==> config.mk <==
export PLATFORM = sky130hd
export DESIGN_NAME = dm_arbiter
export DESIGN_NICKNAME = d
export VERILOG_FILES = /design/src/rtl/dm_arbiter_pkg.sv /design/src/rtl/dm_arb_starve.sv /design/src/rtl/dm_arbiter.sv
export SDC_FILE = /design/constraint.sdc
export NUM_CORES = 1
export LEC_CHECK = 0
export ABC_CLOCK_PERIOD_IN_PS = 2600
export CAP_MARGIN = 25
export CORE_AREA = 8 8 117 119
export CTS_BUF_LIST = sky130_fd_sc_hd__clkbuf_4
export CTS_CLUSTER_SIZE = 28
export DETAILED_ROUTE_END_ITERATION = 16
export DIE_AREA = 0 0 125 127
export GPL_TIMING_DRIVEN = 0
export PLACE_DENSITY_LB_ADDON = 0.05
export SYNTH_ARGS = -nofsm -noshare
export SYNTH_HDL_FRONTEND = slang
export SYNTH_SLANG_ARGS = --single-unit
==> constraint.sdc <==
create_clock -name clk -period 2.6 [get_ports clk]
set_input_delay 0.52 -clock clk [delete_from_list [all_inputs] [get_ports clk]]
set_output_delay 0.52 -clock clk [all_outputs]
set_load 0.005 [all_outputs]
==> src/rtl/dm_arbiter_pkg.sv <==
// dm_arbiter_pkg: shared state encoding and constants for the data-memory arbiter.
package dm_arbiter_pkg;

    localparam int          DM_ADDR_W    = 12;            // DM word index, byte address bits [13:2]
    localparam int          STARVE_CNT_W = 4;             // starvation counter width (limit 1..15)
    localparam logic [31:0] EXT_PC_TAG   = 32'hFFFF_FFFF; // dm_pc value marking a non-CPU access

    typedef enum logic [1:0] {
        ARB_CPU   = 2'd0,  // CPU has priority
        ARB_EXT   = 2'd1,  // ext owns the DM while the CPU is idle
        ARB_FORCE = 2'd2   // one-cycle forced ext grant, CPU stalled
    } arb_state_e;

endpackage

==> src/rtl/dm_arb_starve.sv <==
// dm_arb_starve: counts consecutive cycles in which ext waits without a grant and
// requests a forced grant once the count reaches STARVE_LIMIT.
// Feature macro: DM_ARB_STARVE_EN. When it is undefined there is no counter and
// force_next is tied low, so the ext requester may starve behind a busy CPU.
module dm_arb_starve
    import dm_arbiter_pkg::*;
#(
    parameter int STARVE_LIMIT = 4
) (
    input  logic clk,
    input  logic reset,
    input  logic ext_req,
    input  logic ext_gnt,
    output logic force_next
);

`ifdef DM_ARB_STARVE_EN
    logic [STARVE_CNT_W-1:0] cnt_q, cnt_d;
    logic [STARVE_CNT_W:0]   cnt_inc;
    logic                    denied;

    // Count denied ext cycles; a grant or a dropped request clears, all-ones saturates.
    always_comb begin
        denied     = ext_req && !ext_gnt;
        cnt_inc    = {1'b0, cnt_q} + (STARVE_CNT_W+1)'(1);
        cnt_d      = '0;
        force_next = 1'b0;
        if (denied) begin
            cnt_d      = (&cnt_q) ? cnt_q : cnt_inc[STARVE_CNT_W-1:0];
            force_next = (cnt_inc >= (STARVE_CNT_W+1)'(STARVE_LIMIT));
        end
    end

    // Starvation counter register.
    always_ff @(posedge clk or negedge reset) begin
        if (!reset) cnt_q <= '0;
        else        cnt_q <= cnt_d;
    end
`else
    logic unused_inputs;
    assign unused_inputs = ^{clk, reset, ext_req, ext_gnt, 4'(STARVE_LIMIT)};
    assign force_next    = 1'b0;
`endif

endmodule

==> src/rtl/dm_arbiter.sv <==
// dm_arbiter: shares the single-port data memory between the MEM stage of the CPU
// and a secondary ext requester (debug/DMA). The CPU wins unless the starvation
// logic forces a one-cycle ext grant, during which the CPU is stalled.
// Feature macro: DM_ARB_STARVE_EN enables the starvation counter and ARB_FORCE.
module dm_arbiter
    import dm_arbiter_pkg::*;
#(
    parameter int ADDR_W       = DM_ADDR_W,
    parameter int STARVE_LIMIT = 4
) (
    input  logic              clk,
    input  logic              reset,
    input  logic              cpu_req,
    input  logic              cpu_we,
    input  logic [3:0]        cpu_be,
    input  logic [ADDR_W-1:0] cpu_addr,
    input  logic [31:0]       cpu_wdata,
    input  logic [31:0]       cpu_pc,
    output logic              cpu_stall,
    output logic [31:0]       cpu_rdata,
    input  logic              ext_req,
    input  logic              ext_we,
    input  logic [3:0]        ext_be,
    input  logic [ADDR_W-1:0] ext_addr,
    input  logic [31:0]       ext_wdata,
    output logic              ext_gnt,
    output logic              ext_rvalid,
    output logic [31:0]       ext_rdata,
    output logic [ADDR_W-1:0] dm_a,
    output logic [31:0]       dm_wdata,
    output logic [3:0]        dm_be,
    output logic [31:0]       dm_pc,
    output logic              dm_read,
    output logic              dm_write,
    input  logic [31:0]       dm_rd
);

`ifdef DM_ARB_STARVE_EN
    localparam bit STARVE_EN = 1'b1;
`else
    localparam bit STARVE_EN = 1'b0;
`endif

    arb_state_e  state_q, state_d;
    logic        cpu_serve, ext_serve, stall, force_next;
    logic        ext_rvalid_q, ext_rvalid_d;
    logic [31:0] ext_rdata_q, ext_rdata_d;

    dm_arb_starve #(.STARVE_LIMIT(STARVE_LIMIT)) u_starve (
        .clk        (clk),
        .reset      (reset),
        .ext_req    (ext_req),
        .ext_gnt    (ext_serve),
        .force_next (force_next)
    );

    // Ownership decode for this cycle; nothing is served while reset is held.
    always_comb begin
        // NOTE: every signal written here gets a default first, so no path can infer a latch.
        cpu_serve = 1'b0;
        ext_serve = 1'b0;
        stall     = 1'b0;
        if (reset) begin
            case (state_q)
                ARB_FORCE: begin
                    ext_serve = ext_req;              // a dropped request is simply not served
                    stall     = STARVE_EN && cpu_req;
                end
                ARB_CPU, ARB_EXT: begin
                    if (cpu_req)      cpu_serve = 1'b1;
                    else if (ext_req) ext_serve = 1'b1;
                end
                default: ;
            endcase
        end
    end

    // Next state: forced grant wins, an ext grant outside ARB_FORCE parks in ARB_EXT.
    always_comb begin
        state_d = ARB_CPU;
        if (force_next)                             state_d = ARB_FORCE;
        else if (ext_serve && state_q != ARB_FORCE) state_d = ARB_EXT;
    end

    // Ext read data is captured at the grant edge and flagged valid for one cycle.
    always_comb begin
        ext_rvalid_d = ext_serve && !ext_we;
        ext_rdata_d  = ext_rvalid_d ? dm_rd : ext_rdata_q;
    end

    // State and ext read-return registers.
    always_ff @(posedge clk or negedge reset) begin
        // NOTE: non-blocking assignments so every flop samples the pre-edge values.
        if (!reset) begin
            state_q      <= ARB_CPU;
            ext_rvalid_q <= 1'b0;
            ext_rdata_q  <= '0;
        end else begin
            state_q      <= state_d;
            ext_rvalid_q <= ext_rvalid_d;
            ext_rdata_q  <= ext_rdata_d;
        end
    end

    assign cpu_stall  = stall;
    assign cpu_rdata  = cpu_serve ? dm_rd : 32'h0;
    assign ext_gnt    = ext_serve;
    assign ext_rvalid = ext_rvalid_q;
    assign ext_rdata  = ext_rdata_q;
    assign dm_read    = (cpu_serve && !cpu_we) || (ext_serve && !ext_we);
    assign dm_write   = (cpu_serve &&  cpu_we) || (ext_serve &&  ext_we);
    assign dm_a       = ext_serve ? ext_addr   : cpu_addr;
    assign dm_wdata   = ext_serve ? ext_wdata  : cpu_wdata;
    assign dm_be      = ext_serve ? ext_be     : cpu_be;
    assign dm_pc      = ext_serve ? EXT_PC_TAG : cpu_pc;

endmodule

==> impl_metrics.csv <==
group,metric,value,unit
synthesis,synth-seq-cells,33,
layout,fin_area,0.006076,mm²
critical_path,cpMostUsedCell,"buf_12",
critical_path,crit_type,"primary input to output port",
critical_path,crit_required,2.08,ns
die,die_height,127,µm
sta,fmax,392.5,MHz
placement,pre_cts_slack,-0.6284,ns
placement,port_buffers,313,
critical_path,rr_worst_depth,1,
placement,dp.final_hpwl,12910,µm
placement,placed_area,0.005818,mm²
die,core_area,0.01181,mm²
sta,maxSlewViolCount,0,
routing,drtIter0Drc,40,
power_and_ir_drop,leakage,2.698,nW
grt,grt_max_degree,35,
layout,finalCoreUtilization,0.5144,
sta,tns,0,ns
clock_tree,clockBufferDepth,2,
layout,fill_cells,1102,
layout,finalNetCount,712,
synthesis,yosysWarnings,0,
power_and_ir_drop,pwr_density_cell,340.1,mW/mm²
grt,grt_pass1_vias,3239,
sta,fin_crit,2.548,ns
routing,antenna_left,0,
die,ios,315,
clock_tree,clkLatencyLatePin,0.33,ns
critical_path,endpoint_kind,"output port",
routing,drt_wl_total,15360,µm
sta,slew_headroom,0.6616,
die,die_w,125,µm
sta,setup_ws,0.05206,ns
critical_path,reg2reg_to,"ext_rdata[25]",
layout,stdcell_count,693,
layout,mostFrequentLayoutCells,"clkdlybuf4s50_1 (266), mux2_2 (47), dfrtp_1 (33)",
synthesis,syn-cell-area,0.002506,mm²
routing,dr_total_vias,2920,
min_path,hold_path_class,"primary input to async pin",
placement,placedCellCount,668,
critical_path,slowest_stage,"dlygate4sd2_1",
critical_path,worstPathMaxFanout,5,
clock_tree,cts_buffers,5,
placement,gp_congestion,0.8083,
clock_tree,clk_pin_slew,0.10,ns
layout,diodes,0,
sta,worstMarginPinSlew,0.5059,ns
power_and_ir_drop,total_power,2.066,mW
sta,grt_setup_unrepaired,"false",
routing,viasPerCell,4.214,
routing,post-route-drc-count,0,
grt,track_usage,0.1818,
routing,dr.pass1.iters,4,
sta,hold_viol,0,
clock_tree,cts_num_sinks,33,
critical_path,reg2reg_from,"ext_rdata[25]",
synthesis,synth_fp_nets,374,
synthesis,ys_types,23,
layout,syn2layout_area_growth,142.4,%
critical_path,crit_chain,"dlygate4sd2_1, buf_6, nand3b_4, buf_12, buf_12, buf_16, mux2_2, clkdlybuf4s15_1",
clock_tree,cts-htree-levels,2,
critical_path,r2r_slack,1.82,ns
critical_path,critPathArrivalTime,2.03,ns
die,initial_utilization,0.2122,
layout,layout_commonest_cell,"clkdlybuf4s50_1",
critical_path,cp.depth,8,
synthesis,ys_seq_area_frac,0.3295,
synthesis,syn_area_per_cell,12.05,µm²
flow_run,drv_cap,0,
grt,antenna_found_initial,2,
routing,wl_per_cell,22.16,µm
critical_path,crit_buf_inv,6,
layout,drive_above_1_share,0.2473,
sta,finalSetupViolations,0,
clock_tree,clock_tree.root_cell,"clkbuf_4",
status,status,"finished clean",
sta,whs,0.1023,ns
clock_tree,cts_tree,"built",
critical_path,cp_top_family,"buffers and inverters",
die,rows,40,
grt,grt_pass1_wl,22000,µm
critical_path,cp_slowest_stage_delay,0.26,ns
critical_path,critPathLaunchType,"primary input",
power_and_ir_drop,vdd_drop_max,0.0002003,V
sta,min_period_over_period,0.9800,
sta,skew,0,ns
grt,grt_remaining_overflow,0,
die,dieArea,0.01588,mm²
synthesis,netlist_instances,208,
what timing repair did:
| action | CTS | global route |
|---|---|---|
| pin swaps | 0 | 0 |
| gates cloned | 3 | 0 |
| setup endpoints to repair | 115 | 44 |
| buffers inserted | 13 | 0 |
| resized for setup | 77 | 23 |
| hold buffers | 0 | 2 |
| hold endpoints to repair | 0 | 25 |
final cells by class:
cell class,count,area [µm²],area share
repair buffers,330,3274,0.5389
multi-input cells,154,1513,0.2490
flip-flops and latches,33,825.8,0.1359
plain buffers,21,226.5,0.03727
well taps,147,183.9,0.03027
clock buffers,6,45.04,0.007414
clock inverters,1,3.754,0.0006178
inverters,1,3.754,0.0006178
where the power goes:
| part | leakage [nW] | total [mW] | internal (mW) | switching, mW |
|---|---|---|---|---|
| sequential | 0.398 | 0.683 | 0.623 | 0.0603 |
| clock | 0.0292 | 0.283 | 0.109 | 0.174 |
| combinational | 2.27 | 1.10 | 0.792 | 0.309 |
| total | 2.70 | 2.07 | 1.52 | 0.543 |
sequential cells by signal (all words and copies together), names as in the netlist:
register    flops
ext_rdata      32
ext_rvalid      1
metal layers:
layer | part of all wire | track usage
met4 | 0.0081 | 0.02364
met1 | 0.37 | 0.1911
met2 | 0.54 | 0.3455
met5 | 0.0018 | 0
met3 | 0.082 | 0.06822
cells in the mapped netlist:
cell       n  area share
nand2b_1  30       0.075
a21boi_0   1      0.0030
conb_1     1      0.0015
and3_2     3      0.0090
dfrtp_1   33        0.33
clkbuf_1   8       0.012
buf_4      3      0.0090
o21a_1     1      0.0030
mux2_1     4       0.018
or2b_1     2      0.0060
buf_6      6       0.027
nand3b_4   1      0.0080
nand2_1    1      0.0015
mux2_4    29        0.17
and3_1    29       0.072
inv_1      1      0.0015
buf_12     3       0.024
nor3b_1    1      0.0030
mux2_2    47        0.21
and4bb_1   1      0.0050
nor2b_1    1      0.0025
buf_1      1      0.0015
nand3b_1   1      0.0030
logic make-up (layout without fill, tap and decap cells):
| logic type | Yosys count | after routing | share of synthesized area |
|---|---|---|---|
| AO/OA/AOI/OAI | 2 | 2 | 0.005993 |
| AND/OR/NAND/NOR | 70 | 71 | 0.1852 |
| multiplexers | 80 | 80 | 0.4029 |
| buffers and inverters | 22 | 359 | 0.07488 |
| other | 1 | 1 | 0.001496 |
| flip-flops | 33 | 33 | 0.3295 |
worst max-delay path by stage:
stage / from / end / slack (ns)
final: cpu_req / dm_a[7] / 0.05
after detailed placement: reset / dm_pc[23] / -0.63
after global placement: reset / dm_pc[23] / -1.70
after CTS: cpu_req / dm_a[2] / 0.003
after floorplan: cpu_req / dm_be[2] / 0.70
after global routing: cpu_req / dm_pc[23] / 0.01
(Power assumes the default switching activity.)
